==> src/rtl/alu_arbiter_if.sv <==
// Bundle of request, ALU and response signals shared between the requesters,
// the ALU and alu_arbiter; the arbiter connects through the slave modport.
interface alu_arbiter_if #(
   parameter int BW   = 16,
   parameter int NREQ = 4,
   parameter int IDW  = 2
);
   logic [NREQ-1:0]    req_valid;
   logic [NREQ-1:0]    req_ready;
   logic [NREQ*BW-1:0] req_a;
   logic [NREQ*BW-1:0] req_b;
   logic [NREQ*4-1:0]  req_op;

   logic [BW-1:0]      alu_a;
   logic [BW-1:0]      alu_b;
   logic [3:0]         alu_op;
   logic [BW-1:0]      alu_out;
   logic [2:0]         alu_flags;

   logic               rsp_valid;
   logic               rsp_ready;
   logic [IDW-1:0]     rsp_id;
   logic [BW-1:0]      rsp_out;
   logic [2:0]         rsp_flags;
   logic               busy;

   modport slave (
      input  req_valid, req_a, req_b, req_op, alu_out, alu_flags, rsp_ready,
      output req_ready, alu_a, alu_b, alu_op, rsp_valid, rsp_id, rsp_out,
             rsp_flags, busy
   );

   modport master (
      output req_valid, req_a, req_b, req_op, alu_out, alu_flags, rsp_ready,
      input  req_ready, alu_a, alu_b, alu_op, rsp_valid, rsp_id, rsp_out,
             rsp_flags, busy
   );
endinterface

==> src/rtl/alu_arbiter.sv <==
// Round-robin arbiter that shares one external combinational ALU between NREQ
// requesters: grant in IDLE, evaluate in EXEC, hold the tagged result in RESP.
module alu_arbiter #(
   parameter int BW   = 16,
   parameter int NREQ = 4,
   parameter int IDW  = 2
) (
   input logic          clk,
   input logic          rst_n,
   alu_arbiter_if.slave bus
);

   typedef enum logic [1:0] {
      IDLE = 2'd0,
      EXEC = 2'd1,
      RESP = 2'd2
   } state_t;

   state_t          state_q,     state_d;
   logic [IDW-1:0]  ptr_q,       ptr_d;
   logic [BW-1:0]   a_q,         a_d;
   logic [BW-1:0]   b_q,         b_d;
   logic [3:0]      op_q,        op_d;
   logic [IDW-1:0]  gid_q,       gid_d;
   logic            rspValid_q,  rspValid_d;
   logic [IDW-1:0]  rspId_q,     rspId_d;
   logic [BW-1:0]   rspOut_q,    rspOut_d;
   logic [2:0]      rspFlags_q,  rspFlags_d;

   logic            grantFound;
   logic [IDW-1:0]  grantIdx;
   logic [IDW-1:0]  nextPtr;
   logic [NREQ-1:0] reqReady;
   logic            handshake;

   // First valid requester at or after ptr, wrapping around NREQ.
   always_comb begin
      logic [IDW:0] cand;
      grantFound = 1'b0;
      grantIdx   = '0;
      cand       = '0;
      for (int k = 0; k < NREQ; k++) begin
         cand = {1'b0, ptr_q} + (IDW+1)'(k);
         if (cand >= (IDW+1)'(NREQ)) begin
            cand = cand - (IDW+1)'(NREQ);
         end
         if (!grantFound && bus.req_valid[cand[IDW-1:0]]) begin
            grantFound = 1'b1;
            grantIdx   = cand[IDW-1:0];
         end
      end
   end

   assign nextPtr   = (grantIdx == IDW'(NREQ-1)) ? '0 : grantIdx + 1'b1;
   assign handshake = |(bus.req_valid & reqReady);

   always_comb begin
      state_d    = state_q;
      ptr_d      = ptr_q;
      a_d        = a_q;
      b_d        = b_q;
      op_d       = op_q;
      gid_d      = gid_q;
      rspValid_d = rspValid_q;
      rspId_d    = rspId_q;
      rspOut_d   = rspOut_q;
      rspFlags_d = rspFlags_q;
      reqReady   = '0;

      case (state_q)
         IDLE: begin
            if (grantFound) begin
               reqReady = NREQ'(1) << grantIdx;
            end
            if (handshake) begin
               a_d     = bus.req_a[grantIdx*BW +: BW];
               b_d     = bus.req_b[grantIdx*BW +: BW];
               op_d    = bus.req_op[grantIdx*4 +: 4];
               gid_d   = grantIdx;
               ptr_d   = nextPtr;
               state_d = EXEC;
            end
         end
         EXEC: begin
            rspOut_d   = bus.alu_out;
            rspFlags_d = bus.alu_flags;
            rspId_d    = gid_q;
            rspValid_d = 1'b1;
            state_d    = RESP;
         end
         RESP: begin
            if (bus.rsp_ready) begin
               rspValid_d = 1'b0;
               state_d    = IDLE;
            end
         end
         default: begin
            state_d = IDLE;
         end
      endcase
   end

   // Any reset, even mid-operation, drops the in-flight work without a response.
   always_ff @(posedge clk or negedge rst_n) begin
      if (!rst_n) begin
         state_q    <= IDLE;
         ptr_q      <= '0;
         a_q        <= '0;
         b_q        <= '0;
         op_q       <= '0;
         gid_q      <= '0;
         rspValid_q <= 1'b0;
         rspId_q    <= '0;
         rspOut_q   <= '0;
         rspFlags_q <= '0;
      end else begin
         state_q    <= state_d;
         ptr_q      <= ptr_d;
         a_q        <= a_d;
         b_q        <= b_d;
         op_q       <= op_d;
         gid_q      <= gid_d;
         rspValid_q <= rspValid_d;
         rspId_q    <= rspId_d;
         rspOut_q   <= rspOut_d;
         rspFlags_q <= rspFlags_d;
      end
   end

   // The reset gate keeps req_ready low while rst_n is held, even in IDLE.
   assign bus.req_ready = reqReady & {NREQ{rst_n}};
   assign bus.alu_a     = a_q;
   assign bus.alu_b     = b_q;
   assign bus.alu_op    = op_q;
   assign bus.rsp_valid = rspValid_q;
   assign bus.rsp_id    = rspId_q;
   assign bus.rsp_out   = rspOut_q;
   assign bus.rsp_flags = rspFlags_q;
   assign bus.busy      = (state_q != IDLE);

endmodule
==> src/flat_wrapper.sv <==
// flat-port wrapper written by rule: the top's interface ports become plain ports
module alu_arbiter_flat 
#(
   parameter int BW   = 16,
   parameter int NREQ = 4,
   parameter int IDW  = 2
)
  (clk, rst_n, bus_req_valid, bus_req_a, bus_req_b, bus_req_op, bus_alu_out, bus_alu_flags, bus_rsp_ready, bus_req_ready, bus_alu_a, bus_alu_b, bus_alu_op, bus_rsp_valid, bus_rsp_id, bus_rsp_out, bus_rsp_flags, bus_busy);
  alu_arbiter_if #(.BW(BW), .NREQ(NREQ), .IDW(IDW)) bus_i ();
  input logic clk;
  input logic rst_n;
  input wire logic [$bits(bus_i.req_valid)-1:0] bus_req_valid;
  input wire logic [$bits(bus_i.req_a)-1:0] bus_req_a;
  input wire logic [$bits(bus_i.req_b)-1:0] bus_req_b;
  input wire logic [$bits(bus_i.req_op)-1:0] bus_req_op;
  input wire logic [$bits(bus_i.alu_out)-1:0] bus_alu_out;
  input wire logic [$bits(bus_i.alu_flags)-1:0] bus_alu_flags;
  input wire logic [$bits(bus_i.rsp_ready)-1:0] bus_rsp_ready;
  output wire logic [$bits(bus_i.req_ready)-1:0] bus_req_ready;
  output wire logic [$bits(bus_i.alu_a)-1:0] bus_alu_a;
  output wire logic [$bits(bus_i.alu_b)-1:0] bus_alu_b;
  output wire logic [$bits(bus_i.alu_op)-1:0] bus_alu_op;
  output wire logic [$bits(bus_i.rsp_valid)-1:0] bus_rsp_valid;
  output wire logic [$bits(bus_i.rsp_id)-1:0] bus_rsp_id;
  output wire logic [$bits(bus_i.rsp_out)-1:0] bus_rsp_out;
  output wire logic [$bits(bus_i.rsp_flags)-1:0] bus_rsp_flags;
  output wire logic [$bits(bus_i.busy)-1:0] bus_busy;
  assign bus_i.req_valid = bus_req_valid;
  assign bus_i.req_a = bus_req_a;
  assign bus_i.req_b = bus_req_b;
  assign bus_i.req_op = bus_req_op;
  assign bus_i.alu_out = bus_alu_out;
  assign bus_i.alu_flags = bus_alu_flags;
  assign bus_i.rsp_ready = bus_rsp_ready;
  assign bus_req_ready = bus_i.req_ready;
  assign bus_alu_a = bus_i.alu_a;
  assign bus_alu_b = bus_i.alu_b;
  assign bus_alu_op = bus_i.alu_op;
  assign bus_rsp_valid = bus_i.rsp_valid;
  assign bus_rsp_id = bus_i.rsp_id;
  assign bus_rsp_out = bus_i.rsp_out;
  assign bus_rsp_flags = bus_i.rsp_flags;
  assign bus_busy = bus_i.busy;
  alu_arbiter #(.BW(BW), .NREQ(NREQ), .IDW(IDW)) u_core (.clk(clk), .rst_n(rst_n), .bus(bus_i));
endmodule
==> config.mk <==
export PLATFORM = sky130hd
export DESIGN_NAME = alu_arbiter_flat
export DESIGN_NICKNAME = d
export VERILOG_FILES = /design/src/rtl/alu_arbiter_if.sv /design/src/rtl/alu_arbiter.sv /design/src/flat_wrapper.sv
export SDC_FILE = /design/constraint.sdc
export NUM_CORES = 1
export LEC_CHECK = 0
export ABC_AREA = 1
export BUFFER_PORTS_ARGS = -buffer_cell sky130_fd_sc_hd__buf_2
export CORE_ASPECT_RATIO = 1.75
export CORE_MARGIN = 3
export CORE_UTILIZATION = 51
export DETAILED_ROUTE_END_ITERATION = 16
export GPL_ROUTABILITY_DRIVEN = 0
export GPL_TIMING_DRIVEN = 0
export PLACE_DENSITY = 0.88
export SLEW_MARGIN = 10
export SYNTH_ARGS = -nofsm -noshare
export SYNTH_HDL_FRONTEND = slang
export SYNTH_SLANG_ARGS = --single-unit
==> constraint.sdc <==
create_clock -name clk -period 6.3 [get_ports clk]
set_clock_uncertainty 0.05 [all_clocks]
set_input_delay 0.945 -clock clk [delete_from_list [all_inputs] [get_ports clk]]
set_output_delay 0.945 -clock clk [all_outputs]
set_load 0.05 [all_outputs]
==> run_results.csv, run 1 <==
group,metric,value,unit
placed_design,io_buffers,232,
yosys,syn-num-nets,927,
setup_path,worst_ep_required_time,5.30,ns
route,routed_via_density,5.12,
run,maxCapViolations,0,
global_routing,track_usage,29.2,%
clocking,path_clk_slew,0.05,ns
clocking,cts-resized-gates,0,
yosys,ys_ff_latch,64,
floorplanning,dieArea,10500,um^2
floorplanning,top_level_ports,233,
setup_path,cp-start-kind,"input port",
cells_and_area,seq_area,1600,um^2
clocking,cts_sinks,64,
sta,setup_viol,0,
floorplanning,rows,45,
floorplanning,die_w,78.7,um
clocking,clock-root-buffer,"clkbuf_16",
sta,hold_violations,0,
sta,post-route-period-util,62.9,%
setup_path,crit_type,"in -> out",
yosys,async_reset_ff_share,100,%
global_routing,grt_pass1_wl,24200,um
yosys,ys_types,24,
sta,worst_pin_slew,0.819,ns
route,routed-wl-met3,1080,um
route,avgRoutedWirePerCell,13.8,um
clocking,htreeDepth,3,
yosys,synth_edf_count,0,
yosys,synth.cell_area,4710,um^2
floorplanning,start_util,53.3,%
setup_path,worst-path-max-fanout,10,
yosys,syn_inst,756,
placed_design,hpwl,12000,um
global_routing,grt_pass1_vias,5399,
route,num_vias,5734,
floorplanning,die_h,133,um
cells_and_area,nFillCells,783,
sta,fin_crit,3.96,ns
cells_and_area,fin_nets,1170,
global_routing,grt.overflow.total,0,
cells_and_area,post_route_cells_drive_above_1_share,30.6,%
hold_path,hp-class,"reg -> reg",
setup_path,arrival,2.97,ns
yosys,yosysSeqAreaShare,34.0,%
clocking,cts_buffers,9,
sta,tns,0,ns
global_routing,grt_max_degree,66,
setup_path,critPathCaptureType,"output port",
sta,rsz0062_at_grt,"false",
clocking,post_cts_buffers,0,
floorplanning,core,8840,um^2
route,ant_nets,0,
route,met1Wirelength,5490,um
global_routing,grt_antenna_before_repair,0,
clocking,clk_latency,0.33,ns
sta,slew_headroom,45.4,%
clocking,cts_tree,"yes",
route,met2WireLength,8410,um
route,drtPass1Iterations,5,
run_status,outcome,"finished clean",
yosys,synthFlopType,"dfrtp_1",
clocking,clockBufferDepth,2,
route,totalWireLength,15500,um
cells_and_area,diodes,0,
yosys,syn_area_per_cell,6.24,um^2
sta,fmax,252,MHz
route,drt_iter0_markers,340,
sta,maxSlewViolCount,0,
route,top_layer,"met4",
cells_and_area,layout-area-overhead-vs-synth,34.6,%
clocking,cts_hold_buf,0,
yosys,ys_warn_count,0,
route,drcViolationCount,0,
cells_and_area,multiInputGateArea,2480,um^2
==> metal layers <==
layer | GRT usage (%) | up-vias
met2 | 56.3 | 243
met1 | 30.0 | 2571
met5 | 0 | -
met3 | 3.86 | 43
met4 | 13.7 | 0
li1 | - | 2877
==> cells by family after synthesis <==
group / synth area share, %
and+or+nand+nor: 47.5
buffers and inverters: 13.5
DFF: 34.0
AOI/OAI and AO/OA: 4.78
adders and majority gates: 0.265
==> layout make-up <==
class | instances | share of cell area (%)
Buffer | 56 | 4.65
Inverter | 91 | 5.38
Timing Repair Buffer | 232 | 18.3
Clock buffer | 10 | 3.77
Tap cell | 117 | 2.31
Sequential cell | 64 | 25.2
Multi-Input combinational cell | 545 | 39.0
Clock inverter | 6 | 1.30
==> Yosys cell counts, types with 2 or more instances <==
library cell  instances  area share (%)
nor2_2                3            0.40
nand2_1             342              27
nand2_4               2            0.48
buf_4                 2            0.32
nand2_2              17             2.3
buf_6                 8             1.9
buf_2                11             1.2
clkbuf_2              3            0.32
clkbuf_1             24             1.9
nand3_1              46             4.9
nor2_1                9            0.72
nand4_1              73             9.7
inv_2                 5            0.40
nand3_2               6             1.3
dfrtp_1              64              34
inv_1                86             6.8
o21ai_1              12             1.3
o21ai_0              30             3.2
buf_1                 8            0.64
==> per-stage QoR <==
step / std cells / area, um^2 / setup WS [ns] / utilization, % / hold slack [ns]
4_1_cts: 1121 / 6350 / 2.35 / 71.8 / 0.417
5_1_grt: 1121 / 6350 / 2.08 / 71.8 / 0.428
3_5_place_dp: 1105 / 6020 / 2.38 / 68.2 / 0.405
3_3_place_gp: 1105 / 6020 / 2.40 / 68.1 / 0.398
2_1_floorplan: 756 / 4710 / 2.50 / - / 0.399
6_report: 1121 / 6350 / 2.34 / 71.8 / 0.413
==> path summary, 6_finish.rpt <==
check | from | to | slack [ns] | cells after the start
setup reg to reg | u_core.ptr_q[1] | u_core.bus.alu_b[3] | 3.34 | 16
max in group asynchronous | rst_n | u_core.bus.alu_op[0] | 5.01 | 1
hold reg to reg | u_core.bus.rsp_out[8] | u_core.bus.rsp_out[8] | 0.41 | 2
min in group asynchronous | rst_n | u_core.bus.rsp_out[0] | 0.65 | 1
hold / removal | u_core.bus.rsp_out[8] | u_core.bus.rsp_out[8] | 0.41 | 2
setup / recovery | bus_req_valid[3] | bus_req_ready[3] | 2.34 | 14
==> flip-flops by register name (all words and copies together), names as in the netlist <==
| name | cells |
|---|---|
| u_core.bus.alu_op | 4 |
| u_core.gid_q | 2 |
| u_core.state_q | 2 |
| u_core.bus.alu_b | 16 |
| u_core.ptr_q | 2 |
| u_core.bus.rsp_id | 2 |
| u_core.bus.rsp_out | 16 |
| u_core.bus.alu_a | 16 |
| u_core.bus.rsp_flags | 3 |
| u_core.bus.rsp_valid | 1 |
==> worst max-delay path: stages <==
cell and delay [ns]:
buf_2 0.13, inv_1 0.07, nand2_1 0.09, nand3_2 0.13
nand2_2 0.10, nor2_2 0.14, nand3_1 0.10, nand3_1 0.13
buf_2 0.25, buf_2 0.26, ha_1 0.20, nand2_1 0.06
nor2_1 0.09, buf_2 0.28
==> layout by cell type (no fill, tap or decap) <==
cell | synthesis | layout
nand2_1 | 342 | 342
buf_2 | 11 | 242
inv_1 | 86 | 86
nand4_1 | 73 | 73
dfrtp_1 | 64 | 64
nand3_1 | 46 | 46
o21ai_0 | 30 | 30
clkbuf_1 | 24 | 24
nand2_2 | 17 | 17
o21ai_1 | 12 | 12
nor2_1 | 9 | 9
clkbuf_16 | 0 | 9
buf_6 | 8 | 8
buf_1 | 8 | 8
nand3_2 | 6 | 6
inv_2 | 5 | 5
buf_4 | 2 | 3
nor2_2 | 3 | 3
clkbuf_2 | 3 | 3
clkinv_2 | 0 | 3
nand2_4 | 2 | 2
bufinv_16 | 0 | 2
and2_1 | 1 | 1
a21oi_2 | 1 | 1
nor2_8 | 1 | 1
a31oi_1 | 1 | 1
ha_1 | 1 | 1
clkinvlp_4 | 0 | 1
clkbuf_8 | 0 | 1
Power of run 1 is left out: the tool's default activity adds up to more than one toggle a clock period on the data nets, which glitch-free logic cannot reach.
==> inputs of run 2 (changes only) <==
--- a/config.mk
+++ b/config.mk
@@ -9,11 +9,11 @@
 export BUFFER_PORTS_ARGS = -buffer_cell sky130_fd_sc_hd__buf_2
 export CORE_ASPECT_RATIO = 1.75
 export CORE_MARGIN = 3
-export CORE_UTILIZATION = 51
+export CORE_UTILIZATION = 47
 export DETAILED_ROUTE_END_ITERATION = 16
 export GPL_ROUTABILITY_DRIVEN = 0
 export GPL_TIMING_DRIVEN = 0
-export PLACE_DENSITY = 0.88
+export PLACE_DENSITY = 0.82
 export SLEW_MARGIN = 10
 export SYNTH_ARGS = -nofsm -noshare
 export SYNTH_HDL_FRONTEND = slang
==> constraint.sdc (replaced) <==
create_clock -name clk -period 4 [get_ports clk]
set_clock_uncertainty 0.05 [all_clocks]
set_input_delay 0.6 -clock clk [delete_from_list [all_inputs] [get_ports clk]]
set_output_delay 0.6 -clock clk [all_outputs]
set_load 0.05 [all_outputs]
==> run_results.csv, run 2 (same netlist as run 1, synthesis figures left out) <==
group,metric,value,unit
clocking,cts_hold_buf,0,
clocking,htreeDepth,3,
clocking,cts_sinks,64,
sta,whs,0.221,ns
setup_path,crit_type,"reg -> out",
route,routed_via_density,5.07,
sta,post-route-period-util,85.2,%
placed_design,dp.cells,1111,
setup_path,worst_ep_required_time,3.35,ns
cells_and_area,fin_nets,1171,
cells_and_area,post_route_cells_drive_above_1_share,30.5,%
sta,worst_pin_slew,0.555,ns
global_routing,grt_pass1_vias,5337,
setup_path,critPathCaptureType,"output port",
clocking,clockBufferDepth,2,
clocking,post_cts_buffers,0,
global_routing,grt_antenna_before_repair,1,
global_routing,grt.overflow.total,0,
clocking,path_clk_slew,0.05,ns
run,maxCapViolations,0,
floorplanning,die_h,138,um
sta,setup_viol,0,
placed_design,io_buffers,232,
clocking,cts_buffers,9,
setup_path,arrival,2.76,ns
hold_path,hp-class,"in -> async",
placed_design,hpwl,12000,um
cells_and_area,layout-area-overhead-vs-synth,34.8,%
global_routing,grt_max_degree,66,
sta,rsz0062_at_grt,"false",
route,drcViolationCount,0,
sta,maxSlewViolCount,0,
global_routing,track_usage,27.1,%
cells_and_area,nFillCells,908,
clocking,cts_tree,"yes",
clocking,clock-root-buffer,"clkbuf_16",
floorplanning,top_level_ports,233,
global_routing,grt_pass1_wl,24400,um
cells_and_area,final_cell_mix,"342 x nand2_1, 242 x buf_2, 86 x inv_1",
route,totalWireLength,15500,um
floorplanning,rows,47,
cells_and_area,diodes,0,
sta,tns,0,ns
floorplanning,die_w,81.7,um
route,avgRoutedWirePerCell,13.7,um
sta,slew_headroom,63.0,%
route,ant_nets,0,
floorplanning,dieArea,11300,um^2
setup_path,worst-path-max-fanout,10,
run_status,outcome,"finished clean",
sta,fin_crit,3.41,ns
route,drtPass1Iterations,5,
setup_path,cp-start-kind,"flip-flop",
sta,fmax,294,MHz
floorplanning,start_util,48.9,%
clocking,clk_latency,0.32,ns
sta,hold_violations,0,
route,num_vias,5710,
floorplanning,core,9640,um^2
clocking,cts-resized-gates,0,
route,drt_iter0_markers,268,
cells_and_area,final_cells,1127,
cells_and_area,final_common_cell,"nand2_1",
==> run 2: cell types whose count changed in the layout (fill, tap and decap cells not counted) <==
cell       previous run  this run
buf_16                0         1
bufinv_16             2         1
clkbuf_1             24        25
clkinv_2              3         2
clkinv_4              0         1
==> run 2: final timing paths <==
path,startpoint,endpoint,slack (ns),cells past startpoint
max in group asynchronous,rst_n,u_core.bus.alu_a[7],3.41,2
setup / recovery,u_core.ptr_q[1],bus_req_ready[3],0.59,14
setup reg to reg,u_core.ptr_q[1],u_core.bus.alu_b[3],1.00,16
hold / removal,rst_n,u_core.bus.rsp_out[0],0.22,2
hold reg to reg,u_core.bus.rsp_out[8],u_core.bus.rsp_out[8],0.41,2
min in group clk,u_core.bus.rsp_out[8],u_core.bus.rsp_out[8],0.41,2
==> run 2: area by class of cell <==
type / count / area (um^2) / share of cell area (%)
tap: 122 / 153 / 2.40
sequential: 64 / 1600 / 25.2
clock buffer: 11 / 243 / 3.82
multi-input combinational: 545 / 2480 / 38.9
inverter: 91 / 342 / 5.37
buffer: 56 / 295 / 4.64
timing repair buffer: 233 / 1190 / 18.7
clock inverter: 5 / 56.3 / 0.886
==> run 2: routing by layer <==
metal / GRT usage [%] / share of wire, %
met1: 30.2 / 37
met4: 10.7 / 3.0
met5: 0 / 0.084
met3: 4.95 / 7.0
met2: 49.0 / 53
==> run 2: critical path, stage by stage (launching register included) <==
cell,delay (ns)
dfrtp_1,0.49
inv_2,0.10
nand2_1,0.08
nand2_2,0.08
nand2_1,0.06
nand2_1,0.10
nor2_2,0.13
nand3_1,0.10
nand3_1,0.13
buf_2,0.25
buf_2,0.27
ha_1,0.21
nand2_1,0.07
nor2_1,0.08
buf_2,0.27
==> run 2: through the flow <==
| stage | worst slack, ns | instance area (um^2) | util, % |
|---|---|---|---|
| after floorplan | 0.892 | 4710 | - |
| after global placement | 0.794 | 6030 | 62.5 |
| after detailed placement | 0.775 | 6060 | 62.8 |
| after CTS | 0.614 | 6360 | 65.9 |
| after global routing | 0.377 | 6360 | 65.9 |
| final | 0.594 | 6360 | 65.9 |
Power of run 2 is left out for the same reason.
==> inputs of run 3 (changes only) <==
--- a/config.mk
+++ b/config.mk
@@ -13,7 +13,7 @@
 export DETAILED_ROUTE_END_ITERATION = 16
 export GPL_ROUTABILITY_DRIVEN = 0
 export GPL_TIMING_DRIVEN = 0
-export PLACE_DENSITY = 0.82
+export PLACE_DENSITY = 0.87
 export SLEW_MARGIN = 10
 export SYNTH_ARGS = -nofsm -noshare
 export SYNTH_HDL_FRONTEND = slang
==> run_results.csv, run 3 (same netlist as run 1, synthesis figures left out) <==
group,metric,value,unit
run_status,outcome,"finished clean",
sta,tns,0,ns
clocking,cts_buffers,9,
clocking,htreeDepth,3,
clocking,cts_tree,"yes",
route,routed_via_density,5.04,
floorplanning,dieArea,11300,um^2
floorplanning,core,9640,um^2
clocking,cts_hold_buf,0,
cells_and_area,final_cell_mix,"342 x nand2_1, 242 x buf_2, 86 x inv_1",
hold_path,hp-class,"in -> async",
floorplanning,die_w,81.7,um
sta,rsz0062_at_grt,"false",
route,met2WireLength,8430,um
cells_and_area,post_route_cells_drive_above_1_share,30.5,%
setup_path,worst-path-max-fanout,10,
cells_and_area,diodes,0,
route,top_layer,"met4",
setup_path,crit_buf_inv,4,
sta,slew_headroom,44.1,%
clocking,cts-resized-gates,0,
sta,hold_violations,0,
global_routing,grt_pass1_wl,24700,um
clocking,cts_sinks,64,
setup_path,cp_slowest_stage_delay,0.49,ns
clocking,clock-root-buffer,"clkbuf_16",
floorplanning,die_h,138,um
setup_path,critPathCaptureType,"output port",
sta,worst_slack,0.622,ns
cells_and_area,fin_nets,1170,
global_routing,grt_max_degree,66,
clocking,path_clk_slew,0.06,ns
setup_path,worst_ep_required_time,3.35,ns
cells_and_area,layout-area-overhead-vs-synth,34.6,%
global_routing,grt_antenna_before_repair,0,
placed_design,hpwl,12100,um
setup_path,worst_path_max_delay_cell,"dfrtp_1",
route,avgRoutedWirePerCell,14.1,um
sta,setup_viol,0,
setup_path,arrival,2.73,ns
floorplanning,start_util,48.9,%
setup_path,crit_top_cell,"nand2_1",
sta,whs,0.306,ns
cells_and_area,final_common_cell,"nand2_1",
global_routing,track_usage,27.9,%
placed_design,io_buffers,232,
route,ant_nets,0,
global_routing,grt.overflow.total,0,
clocking,clockBufferDepth,2,
sta,fin_crit,3.38,ns
setup_path,crit_type,"reg -> out",
setup_path,crit_path_cell_trace,"inv_2, nand2_1, nand2_2, nand2_1, nand2_1, nor2_2, nand3_1, nand3_1, buf_2, buf_2, ha_1, nand2_1, nor2_1, buf_2",
route,totalWireLength,15900,um
clocking,post_cts_buffers,0,
run,maxCapViolations,0,
route,drcViolationCount,0,
floorplanning,top_level_ports,233,
cells_and_area,nFillCells,891,
sta,post-route-period-util,84.4,%
route,drt_iter0_markers,260,
sta,worst_pin_slew,0.838,ns
route,num_vias,5677,
floorplanning,rows,47,
setup_path,critical-path-top-delay-family,"buffers and inverters",
clocking,clk_latency,0.33,ns
route,drtPass1Iterations,5,
route,met1Wirelength,5710,um
route,routed-wl-met3,1030,um
sta,fmax,296,MHz
setup_path,cp-start-kind,"flip-flop",
placed_design,dp_slack,0.781,ns
global_routing,grt_pass1_vias,5362,
sta,maxSlewViolCount,0,
-- run 3: final cells by class --
cell class	count	area, um^2	share of cell area [%]
multi-input cells	545	2480	39.0
flip-flops and latches	64	1600	25.2
repair buffers	232	1160	18.3
inverters	91	342	5.38
plain buffers	56	295	4.65
clock buffers	10	229	3.61
well taps	122	153	2.41
clock inverters	6	83.8	1.32
-- run 3: final timing paths --
check                                       from                      end  slack (ns)  depth (start not counted)
setup reg to reg                 u_core.ptr_q[1]      u_core.bus.alu_b[3]        1.04                         16
max in group asynchronous                  rst_n      u_core.bus.alu_b[4]        3.02                          1
hold / removal                             rst_n  u_core.bus.rsp_flags[0]        0.31                          1
min in group clk           u_core.bus.rsp_out[6]    u_core.bus.rsp_out[6]        0.41                          2
setup / recovery                 u_core.ptr_q[1]         bus_req_ready[3]        0.62                         14
hold reg to reg            u_core.bus.rsp_out[6]    u_core.bus.rsp_out[6]        0.41                          2
-- run 3: worst register-to-register path, delay by kind of cell (launching register included) --
kind,cells,cell delay [ns]
buffers and inverters,4,1.00
AND/OR/NAND/NOR,10,0.97
flip-flops,1,0.49
adder cells (fa/ha/maj),1,0.20
AO/OA/AOI/OAI,1,0.17
-- run 3: metal layers --
metal,up-vias,GRT usage (%)
li1,2864,-
met1,2525,29.3
met2,235,50.8
met3,53,4.49
met4,0,15.1
met5,-,0
-- run 3: metrics by stage --
step | util (%) | instances | instance area (um^2)
floorplan | - | 756 | 4710
global placement | 62.5 | 1110 | 6030
detailed placement | 62.5 | 1110 | 6030
CTS | 65.8 | 1126 | 6340
global route | 65.8 | 1126 | 6340
finish | 65.8 | 1126 | 6340
Power of run 3 is left out for the same reason.
